==> config.mk <==
export PLATFORM = sky130hd
export DESIGN_NAME = power_state_reg
export DESIGN_NICKNAME = d
export VERILOG_FILES = /design/src/rtl/power_state_reg.sv
export SDC_FILE = /design/constraint.sdc
export NUM_CORES = 1
export LEC_CHECK = 0
export BUFFER_PORTS_ARGS = -buffer_cell sky130_fd_sc_hd__clkbuf_2
export CAP_MARGIN = 20
export CORE_MARGIN = 3
export CORE_UTILIZATION = 46
export DETAILED_ROUTE_END_ITERATION = 8
export PLACE_DENSITY = 0.63
export SYNTH_ARGS = -nofsm -noshare
export SYNTH_HDL_FRONTEND = slang
export SYNTH_SLANG_ARGS = --single-unit
==> constraint.sdc <==
create_clock -name clk -period 4.6 [get_ports clk]
set_input_delay 0.46 -clock clk [delete_from_list [all_inputs] [get_ports clk]]
set_output_delay 0.46 -clock clk [all_outputs]
set_load 0.02 [all_outputs]
==> src/rtl/power_state_reg.sv <==
// Registered power/run/moving state of the car: long-press power-on qualification,
// immediate and stall power-off, and idle auto power-off.
module power_state_reg #(
    parameter int unsigned LONG_PRESS_CYC = 100_000_000,
    parameter int unsigned IDLE_CYC       = 1_000_000_000,
    parameter int unsigned CNT_W          = 32
) (
    input  logic       clk,
    input  logic       rst,
    input  logic       power_on,
    input  logic       power_off,
    input  logic       activity,
    input  logic       manual_power,
    input  logic [1:0] next_state,
    input  logic [3:0] next_moving_state,
    output logic       power,
    output logic [1:0] state,
    output logic [3:0] moving_state,
    output logic       power_pending
);

    typedef enum logic [1:0] {
        S_OFF    = 2'b00,
        S_ARMING = 2'b01,
        S_ON     = 2'b10
    } fsm_e;

    localparam logic [CNT_W-1:0] LONG_C    = CNT_W'(LONG_PRESS_CYC);
    localparam logic [CNT_W-1:0] IDLE_LAST = CNT_W'(IDLE_CYC - 1);
    localparam logic [CNT_W-1:0] CNT_MAX   = '1;
    localparam logic [CNT_W-1:0] CNT_ONE   = CNT_W'(1);

    logic             pon_meta_q, pon_s_q, poff_meta_q, poff_s_q;
    fsm_e             fsm_q, fsm_d;
    logic [CNT_W-1:0] press_cnt_q, press_cnt_d;
    logic [CNT_W-1:0] idle_cnt_q, idle_cnt_d;
    logic             power_q, power_d;
    logic             pending_q, pending_d;
    logic [1:0]       state_q, state_d;
    logic [3:0]       moving_q, moving_d;
    logic             idle_c;

    // Two-flop synchronizers for the raw buttons
    always_ff @(posedge clk or negedge rst) begin
        if (!rst) begin
            pon_meta_q  <= 1'b0;
            pon_s_q     <= 1'b0;
            poff_meta_q <= 1'b0;
            poff_s_q    <= 1'b0;
        end else begin
            pon_meta_q  <= power_on;
            pon_s_q     <= pon_meta_q;
            poff_meta_q <= power_off;
            poff_s_q    <= poff_meta_q;
        end
    end

    assign idle_c = (state_q == 2'b00) && !activity;

    // Next-state logic; outputs default to the powered-off values
    always_comb begin
        fsm_d       = fsm_q;
        press_cnt_d = press_cnt_q;
        idle_cnt_d  = '0;
        state_d     = 2'b00;
        moving_d    = 4'b0000;
        case (fsm_q)
            S_OFF: begin
                press_cnt_d = '0;
                if (!poff_s_q && pon_s_q) begin
                    if (LONG_PRESS_CYC == 1) begin
                        fsm_d = S_ON;
                    end else begin
                        fsm_d       = S_ARMING;
                        press_cnt_d = CNT_ONE;
                    end
                end
            end
            S_ARMING: begin
                if (poff_s_q || !pon_s_q) begin
                    fsm_d       = S_OFF;
                    press_cnt_d = '0;
                end else if (press_cnt_q == LONG_C) begin
                    fsm_d       = S_ON;
                    press_cnt_d = '0;
                end else if (press_cnt_q != CNT_MAX) begin
                    press_cnt_d = press_cnt_q + CNT_ONE;
                end
            end
            S_ON: begin
                press_cnt_d = '0;
                if (poff_s_q || !manual_power || (idle_c && idle_cnt_q == IDLE_LAST)) begin
                    fsm_d = S_OFF;
                end else begin
                    state_d  = (next_state == 2'b11) ? 2'b00 : next_state;
                    moving_d = next_moving_state;
                    if (idle_c) begin
                        idle_cnt_d = (idle_cnt_q == CNT_MAX) ? idle_cnt_q : idle_cnt_q + CNT_ONE;
                    end
                end
            end
            default: begin
                fsm_d       = S_OFF;
                press_cnt_d = '0;
            end
        endcase
        power_d   = (fsm_d == S_ON);
        pending_d = (fsm_d == S_ARMING);
    end

    always_ff @(posedge clk or negedge rst) begin
        if (!rst) begin
            fsm_q       <= S_OFF;
            press_cnt_q <= '0;
            idle_cnt_q  <= '0;
            power_q     <= 1'b0;
            pending_q   <= 1'b0;
            state_q     <= 2'b00;
            moving_q    <= 4'b0000;
        end else begin
            fsm_q       <= fsm_d;
            press_cnt_q <= press_cnt_d;
            idle_cnt_q  <= idle_cnt_d;
            power_q     <= power_d;
            pending_q   <= pending_d;
            state_q     <= state_d;
            moving_q    <= moving_d;
        end
    end

    assign power         = power_q;
    assign state         = state_q;
    assign moving_state  = moving_q;
    assign power_pending = pending_q;

endmodule

# --- Yosys cells after proc, flatten, opt, wreduce, memory -nomap -nowiden ---
# Cells that the tools add are included.
op_classes:
  addsub: 2
  eq_ne: 11
  mux: 19
  reduce_logical: 12
ops:
  columns: ["operator", "n"]
  rows:
  - ["$mux W32", 7]
  - ["$add A32 B1 Y32 const B", 2]
  - ["$pmux W32 S2", 1]
  - ["$eq A32 B27 Y1 const B", 1]
  - ["$eq A32 B30 Y1 const B", 1]
  - ["$eq A32 B32 Y1 const B", 1]
  - ["$ne A32 B32 Y1 const B", 1]
  - ["$mux W2", 7]
  - ["$mux W4", 2]
  - ["$ne A4 B4 Y1 const B", 2]
  - ["$eq A2 B2 Y1 const B", 3]
  - ["$pmux W2 S3", 1]
  - ["$eq A2 B1 Y1 const B", 2]
  - ["$logic_not A1 Y1", 4]
  - ["$logic_not A2 Y1", 2]
  - ["$logic_and A1 B1 Y1", 3]
  - ["$logic_or A1 B1 Y1", 3]
  - ["$mux W1", 1]
word_totals:
  ff_bits: 78
  input_bits: 12
  out_inout_bits: 8
  word_cells: 55

# --- Logic depth before layout (Yosys ltp) ---
# Gate-level depths: netlist of the first run.
depth:
  word_depth: 7
  depth_mapped: 9
  ltp_nobuf: 7

# --- Least setup slack after synthesis of the first run ---
# No wires, ideal clock.
synth_path:
  path_kind: "register to register"
  startpoint: "register idle_cnt_q[0]"
  endpoint: "register idle_cnt_q[26]"
  setup_ps: 99
  arrival_ps: 1954
  t_required_ps: 4501
  path_slack_ps: 2546
  stages_incl_launch_ff: 10
  path_buffers: 3
  period_less_slack_ps: 2054
  path_cell_list: "dfrtp_1 -> ha_1 -> nand4_1 -> nand2b_1 -> buf_4 -> nor4_1 -> or3b_2 -> clkbuf_1 -> buf_2 -> a311oi_1"
synth_via:
  elab_chain_len: 5
  word_cells_on_any_way: 10
  cone_classes: "add/sub (1); eq/ne (3); mux (4); reduce/logical (2)"
synth_lines:
  columns: ["element", "line", "source"]
  rows:
  - ["start: declaration", "36", "logic [CNT_W-1:0] idle_cnt_q, idle_cnt_d;"]
  - ["start signal: assignment", "123", "idle_cnt_q <= idle_cnt_d;"]
  - ["$add A32 B1 Y32 / $eq A32 B30 Y1 (equally long branches)", "98, 92", null]
  - ["$mux W32 / $logic_and A1 B1 Y1 (equally long branches)", "98, 92", null]
  - ["$mux W32 / $logic_or A1 B1 Y1 (equally long branches)", "97, 92", null]
  - ["$mux W32", "92", "if (poff_s_q || !manual_power || (idle_c && idle_cnt_q == IDLE_LAST)) begin"]
  - ["$mux W32", "67", "case (fsm_q)"]
# Parallel ways exist; a longest one is shown, timed or not. The select of a mux whose other input is x is not followed.
# A chain may end at the register's enable or synchronous reset.

# --- Worst setup path after layout of the first run ---
layout_path:
  startpoint: "register idle_cnt_q[0]"
  endpoint: "register idle_cnt_q[4]"
# Same word-level chain as after synthesis.

==> results summary, run 1 <==
The number of flops mapped to enable cells by yosys came out at 0. The startpoint-to-endpoint class of the critical path is reg -> reg. Static timing analysis puts the maximum clock frequency at 361 MHz.

Detailed placement ended at an HPWL of 5980 µm. The cell accounting for the most synthesized area is sky130_fd_sc_hd__dfrtp_1. The global-route usage over all layers came out at 0.182.

The largest fanout on the critical path is 20. The total number of clock tree sinks came out at 78. The wire length per cell came out at 15.9 µm.

The minimum clock period after layout came out at 2.77 ns. The arrival time reported for the critical path endpoint is 3.05 ns. The worst hold path belongs to the class in -> reg. The number of nets in the finished design came out at 457. The Yosys warning count is 0. The total die area is 10200 µm². The number of hold-slack violations in the final timing report is 0. In the routed layout, each cell is associated on average with a via count of 6.01. Of the post-synthesis cell area, the dominant cell type holds 0.468. The area fraction in and, or, nand and nor cells after synthesis came out at 0.292.

The post-route DRC violation count is 0. The total grt overflow is 0. In this run the horizontal extent of the chip is 101 µm. The clock tree synthesis step divided the H-tree into 3 levels.

The xor and xnor area share after synthesis is 0.0567. Counting instances, the worst hold path has a depth of 1. The initial antenna violation count came out at 0. The first-pass GRT wire length came out at 15000 µm. The slew at the pin closest to its max-slew limit came out at 0.997 ns. The final clock skew came out at 0.00802 ns. The tree is rooted in a sky130_fd_sc_hd__clkbuf_8. The leakage power of the design came out at 1.70 nW. The worst hold margin is 0.218 ns.

After clock tree synthesis, the clock-pin slew on the worst setup and hold paths is 0.08 ns. The area of the mapped netlist came out at 4170 µm². No sink is reached through more buffers than the 2 on the longest clock path.

The run finished with clean final reports. Clock latency on the worst-skew pair, taken at its later pin, is 0.34 ns. The initial standard-cell utilization of the core came out at 0.476. Setup repair after global routing left no endpoint under its margin. The compound-cell area share of the yosys netlist was 0.123. The max-slew headroom at the worst pin came out at 0.336.

The number of gates resized after CTS is 0. The number of I/O pins is 20. The ratio of total power to cell area is 277 nW/µm². The overall power consumption is 1.25 mW. The number of failing setup endpoints in the final timing report came out at 0.

In this run, post-CTS hold repair placed 0 buffers. The multiplexer fraction of the synthesized cell area came out at 0.0120. Synthesis produced 434 cells.

The height of the die is 101 µm. TritonCTS built the clock tree. The area added between synthesis and finish is 8.46%. The routed layout has 3327 vias.

Of the total synthesized cell area, the portion taken by full adders, half adders and majority gates is 0.00900. The setup TNS came out at 0 ns. The per-instance average area after synthesis is 9.61 µm². The most used flip-flop cell after synthesis is sky130_fd_sc_hd__dfrtp_1. The net count after synthesis came out at 449. The number of nets with antenna violations after routing came out at 0. At the worst endpoint, the required time is 4.88 ns. The count of final max-slew check failures came out at 0.

The number of max-cap violations is 0. Of the available clock period, the critical path in the final layout requires 0.602. Sorting the synthesized cells by area gives the leading types as sky130_fd_sc_hd__dfrtp_1, sky130_fd_sc_hd__a21oi_1, sky130_fd_sc_hd__xnor2_1. The number of global-route vias before repair came out at 3173.

The number of library cell types mapped by synthesis came out at 56. The worst-case vdd ir drop is 0.183 mV. The worst setup path is captured at a flop. The number of synthesized register bits is 78. After synthesis, the largest family of logic cells by area is simple AND/OR/NAND/NOR gates.

The total CTS buffers came out at 9. The worst-case reg-to-reg path depth came out at 6. For this run, the register share of the synthesized area comes to 0.468.

The number of antenna diodes in the final layout is 0. Entering global routing, the biggest net connects 79 pins. The fraction of registers with async set/reset came out at 1.00.

The worst setup path is launched from a flop. The number of design-rule violations left by the first detailed-router iteration came out at 145. The routed wire length came out at 8810 µm. The routability congestion estimate came out at 0.812. The core box area is 8760 µm². In the final layout, the share of cells above drive strength 1 is 0.119.

In this run the post-CTS setup repair buffer count came out at 0. The number of optimization iterations in the first detailed-route pass is 4. The total of buffers placed on input and output ports is 19.

The number of placement rows is 34.
-- power by group --
part	leakage, nW	switching [mW]	internal (mW)
combinational	0.521	0.0199	0.00810
sequential	1.08	0.00190	0.688
clock	0.106	0.236	0.300
total	1.70	0.258	0.996
-- stage by stage --
stage          cells  cell area, µm²  worst slack (ns)  utilization
2_1_floorplan    434            4170              2.55            -
3_3_place_gp     538            4300              1.77        0.490
3_5_place_dp     538            4300              1.72        0.490
4_1_cts          553            4500              1.75        0.513
5_1_grt          554            4530              1.53        0.516
6_report         554            4530              1.83        0.516
-- cells in the mapped netlist (4+ instances only) --
| library cell | n |
|---|---|
| sky130_fd_sc_hd__dfrtp_1 | 78 |
| sky130_fd_sc_hd__a21oi_1 | 41 |
| sky130_fd_sc_hd__nor2_1 | 26 |
| sky130_fd_sc_hd__nand4_1 | 25 |
| sky130_fd_sc_hd__nand3_1 | 23 |
| sky130_fd_sc_hd__nand2_1 | 20 |
| sky130_fd_sc_hd__nor3_1 | 19 |
| sky130_fd_sc_hd__xnor2_1 | 18 |
| sky130_fd_sc_hd__clkbuf_1 | 13 |
| sky130_fd_sc_hd__and3_1 | 12 |
| sky130_fd_sc_hd__o31ai_1 | 12 |
| sky130_fd_sc_hd__inv_1 | 11 |
| sky130_fd_sc_hd__nor4_1 | 10 |
| sky130_fd_sc_hd__or4_1 | 10 |
| sky130_fd_sc_hd__and4_1 | 9 |
| sky130_fd_sc_hd__xor2_1 | 9 |
| sky130_fd_sc_hd__and2_1 | 8 |
| sky130_fd_sc_hd__or3_1 | 8 |
| sky130_fd_sc_hd__o21ai_0 | 6 |
| sky130_fd_sc_hd__buf_2 | 5 |
| sky130_fd_sc_hd__mux2i_1 | 5 |
| sky130_fd_sc_hd__nor4b_1 | 5 |
| sky130_fd_sc_hd__o21a_1 | 4 |
-- metal layers --
metal	global-route usage	share of wire	up-vias
met5	0	0	-
met4	0.0665	0.011	0
met3	0.0379	0.027	9
met2	0.300	0.50	51
met1	0.235	0.46	1622
li1	-	-	1645
-- registers in the layout (all words and copies together) (netlist names) --
| register | count |
|---|---|
| state | 2 |
| idle_cnt_q | 32 |
| poff_s_q | 1 |
| moving_state | 4 |
| power_pending | 1 |
| poff_meta_q | 1 |
| pon_s_q | 1 |
| power | 1 |
| pon_meta_q | 1 |
| fsm_q | 2 |
| press_cnt_q | 32 |
-- final cells by class --
| type | count | area (µm²) |
|---|---|---|
| timing repair buffer | 21 | 133 |
| sequential | 78 | 1950 |
| inverter | 11 | 41.3 |
| multi-input combinational | 321 | 2060 |
| clock buffer | 10 | 128 |
| fill | 803 | 4240 |
| tap | 108 | 135 |
| clock inverter | 5 | 75.1 |
-- kinds of logic after synthesis --
family                   count (synthesis)
XOR/XNOR                                27
flip-flops                              78
AO/OA/AOI/OAI                           83
buffers and inverters                   35
adder cells (fa/ha/maj)                  3
AND/OR/NAND/NOR                        203
multiplexers                             5
-- worst max-delay path, cell delays in order, from the launching register on --
cell                      delay (ns)
sky130_fd_sc_hd__dfrtp_1        0.41
sky130_fd_sc_hd__ha_1           0.25
sky130_fd_sc_hd__nand4_1        0.16
sky130_fd_sc_hd__nor2b_1        0.37
sky130_fd_sc_hd__nand4_1        0.80
sky130_fd_sc_hd__a41oi_1        0.53
sky130_fd_sc_hd__o21ba_2        0.18
-- cells in the final DEF, fill, tap and decap left out, types with 10 or more instances in the layout --
| cell type | count |
|---|---|
| sky130_fd_sc_hd__a21oi_1 | 41 |
| sky130_fd_sc_hd__and3_1 | 12 |
| sky130_fd_sc_hd__clkbuf_2 | 18 |
| sky130_fd_sc_hd__dfrtp_1 | 78 |
| sky130_fd_sc_hd__inv_1 | 11 |
| sky130_fd_sc_hd__nand2_1 | 20 |
| sky130_fd_sc_hd__nand3_1 | 23 |
| sky130_fd_sc_hd__nand4_1 | 25 |
| sky130_fd_sc_hd__nor2_1 | 26 |
| sky130_fd_sc_hd__nor3_1 | 18 |
| sky130_fd_sc_hd__nor4_1 | 10 |
| sky130_fd_sc_hd__o31ai_1 | 12 |
| sky130_fd_sc_hd__or4_1 | 10 |
| sky130_fd_sc_hd__xnor2_1 | 18 |
-- final timing paths --
kind                            slack (ns)           from              to
worst max-delay path                  1.83  idle_cnt_q[0]   idle_cnt_q[4]
worst min-delay path                  0.22      power_off     poff_meta_q
worst max register to register        1.83  idle_cnt_q[0]   idle_cnt_q[4]
worst min register to register        0.35     pon_meta_q         pon_s_q
max in group asynchronous             3.67            rst  idle_cnt_q[19]
min in group asynchronous             0.27            rst   idle_cnt_q[5]
(Power assumes the default switching activity.)
==> inputs of run 2 (changes only) <==
==> constraint.sdc (replaced) <==
create_clock -name clk -period 2.61 [get_ports clk]
set_input_delay 0.261 -clock clk [delete_from_list [all_inputs] [get_ports clk]]
set_output_delay 0.261 -clock clk [all_outputs]
set_load 0.02 [all_outputs]
==> results summary, run 2 (synthesis results as in run 1) <==
The run finished with clean final reports. The number of max-cap violations is 0 (unchanged). The worst register-to-register path ends at idle_cnt_q[4]. The data required time of the worst path is 2.85 ns (-2.03 ns).

The count of final max-slew check failures is 0 (unchanged). The number of optimization iterations in the first detailed-route pass came out at 4 (unchanged). In this run the worst hold path is classified as in -> reg. The count of H-tree levels built during CTS was 3 (unchanged). The die outline width came out at 101 µm (unchanged).

The setup TNS is 0 ns (unchanged). The total grt overflow is 0 (unchanged). The number of hold-slack violations in the final timing report came out at 0 (unchanged).

The critical path in this run is classified as reg -> reg. The total setup buffers inserted after CTS was 0 (unchanged). The startpoint of the most critical register-to-register path is idle_cnt_q[0]. The final period utilization came out at 0.918 (+0.316). The antenna diode count came out at 0 (unchanged). In the layout the commonest cells are sky130_fd_sc_hd__dfrtp_1, sky130_fd_sc_hd__a21oi_1, sky130_fd_sc_hd__nor2_1, sky130_fd_sc_hd__nand4_1, sky130_fd_sc_hd__nand3_1. The ratio of total power to cell area came to 475 nW/µm² (+71%).

The nature of the critical path startpoint is a flop. The number of nets with antenna violations after routing came out at 0 (unchanged). The library cell used most frequently in the layout, excluding fill and tap cells, is sky130_fd_sc_hd__dfrtp_1. The number of design-rule violations left by the first detailed-router iteration is 129 (-11%). In this run the worst setup path begins at idle_cnt_q[0].

The number of placement rows is 34 (unchanged). The worst hold margin is 0.0272 ns (-0.191 ns). The tree is rooted in a sky130_fd_sc_hd__clkbuf_8. The number of global-route vias before repair came to 3172 (-0.032%). The slew at the pin closest to its max-slew limit came out at 0.976 ns (-0.0211 ns).

The filler cell count in the final layout is 828 (+3.1%). Setup repair after global routing left no endpoint under its margin. The worst setup path endpoint is idle_cnt_q[4]. The total half-perimeter wirelength after legalization and detailed placement is 6130 µm (+2.5%). The number of nets in the finished design is 468 (+2.4%). The clock tree from TritonCTS is yes.

The area added between synthesis and finish is 9.96%. The global-route usage over all layers came out at 0.180 (-0.00128). The multi-input logic area was 2060 µm² (unchanged). The slack of the worst reg-to-reg path is 0.21 ns (-1.62 ns). The number of gates resized after CTS is 0 (unchanged). The total CTS buffers came out at 9 (unchanged).

The minimum clock period after layout came to 2.40 ns (-0.374 ns). The routed wire length was 8920 µm (+1.3%). The total number of clock tree sinks is 78 (unchanged).

The routability congestion estimate is 0.832 (+2.4%). The first-pass GRT wire length came out at 15100 µm (+0.79%). The number of I/O pins came out at 20 (unchanged).

The total of buffers placed on input and output ports came to 19 (unchanged). The clock slew at the register clock pins of the worst setup and hold paths is 0.08 ns (about the same). The initial antenna violation count came to 0 (unchanged). The wire length per cell is 15.8 µm (-0.86%).

The initial standard-cell utilization of the core is 0.476 (unchanged). The core box area is 8760 µm² (unchanged). The height of the die is 101 µm (unchanged).

The achievable frequency is 417 MHz (+16%). The arrival time reported for the critical path endpoint is 2.63 ns (-0.42 ns). The number of failing setup endpoints in the final timing report is 0 (unchanged). The fraction of layout instances using a drive strength above 1 is 0.140 (+0.0209). The largest fanout on the critical path is 32 (+60%). The max-slew headroom at the worst pin came out at 0.350 (+0.0141).

The buffer levels on the longest clock path came out at 2 (unchanged). The post-route DRC violation count is 0 (unchanged). The worst-case reg-to-reg path depth is 6 (unchanged). The maximum number of pins on one net before global-route repair came out at 79 (unchanged). The leakage power of the design is 1.75 nW (+2.4%). The total die area is 10200 µm² (unchanged). The area occupied by registers came out at 1950 µm² (unchanged). The final clock skew is 0.00830 ns (+0.000290 ns).

The source-to-sink clock delay at the later pin of the worst-skew pair was 0.35 ns (about the same). The routed via count came out at 3347 (+0.60%). The via-per-instance ratio is 5.91 (-1.5%). The worst-case vdd ir drop is 0.399 mV (+120%).

The critical path capture point type is a flop.
-- run 2: cell types whose count changed in the layout (fill, tap and decap cells not counted) --
cell,before,now
sky130_fd_sc_hd__bufinv_16,2,1
sky130_fd_sc_hd__buf_4,2,13
sky130_fd_sc_hd__dlygate4sd3_1,0,1
sky130_fd_sc_hd__clkbuf_8,9,11
sky130_fd_sc_hd__buf_16,1,0
-- run 2: per-stage QoR --
step | util | cells | power, mW | area (µm²) | setup WS, ns
2_1_floorplan | - | 434 | 1.25 | 4170 | 0.556
3_3_place_gp | 0.500 | 549 | 1.29 | 4380 | 0.333
3_5_place_dp | 0.500 | 549 | 1.29 | 4380 | 0.220
4_1_cts | 0.522 | 565 | 2.21 | 4580 | 0.202
5_1_grt | 0.524 | 566 | 2.27 | 4590 | 0.00945
6_report | 0.524 | 566 | 2.18 | 4590 | 0.214
-- run 2: worst min-delay path by stage --
stage	from	slack, ns	end	depth (start not counted)
after global placement	poff_meta_q	0.33	poff_s_q	0
after detailed placement	poff_meta_q	0.34	poff_s_q	0
after global routing	power_on	0.01	pon_meta_q	1
final	power_on	0.03	pon_meta_q	1
after CTS	power_off	0.003	poff_meta_q	1
after floorplan	rst	-0.03	fsm_q[0]	0
-- run 2: per-layer routing --
metal  vias up  track usage  part of all wire
li1       1667            -                 -
met1      1620        0.236              0.46
met2        46        0.300              0.49
met3        14       0.0372             0.025
met4         0       0.0583             0.018
met5         -            0                 0
-- run 2: timing repair --
action                     in CTS  in global routing
hold endpoints to repair        0                  1
setup endpoints to repair       0                  0
hold buffers                    0                  1
-- run 2: worst max-delay path, cell delays in order (launching register included) --
cell	delay, ns
sky130_fd_sc_hd__dfrtp_1	0.40
sky130_fd_sc_hd__ha_1	0.24
sky130_fd_sc_hd__nand4_1	0.16
sky130_fd_sc_hd__nand2b_1	0.21
sky130_fd_sc_hd__nor4_1	0.40
sky130_fd_sc_hd__or3b_2	0.62
sky130_fd_sc_hd__o21ba_2	0.25
-- run 2: cell type report --
class,count,share of cell area
flip-flops and latches,78,0.425
well taps,108,0.0295
multi-input cells,321,0.449
clock buffers,12,0.0338
clock inverters,4,0.00982
repair buffers,32,0.0431
inverters,11,0.00900
-- run 2: power breakdown --
group	internal [mW]	total, mW	switching (mW)
registers	1.21	1.22	0.00336
logic	0.0136	0.0484	0.0348
clock network	0.490	0.912	0.423
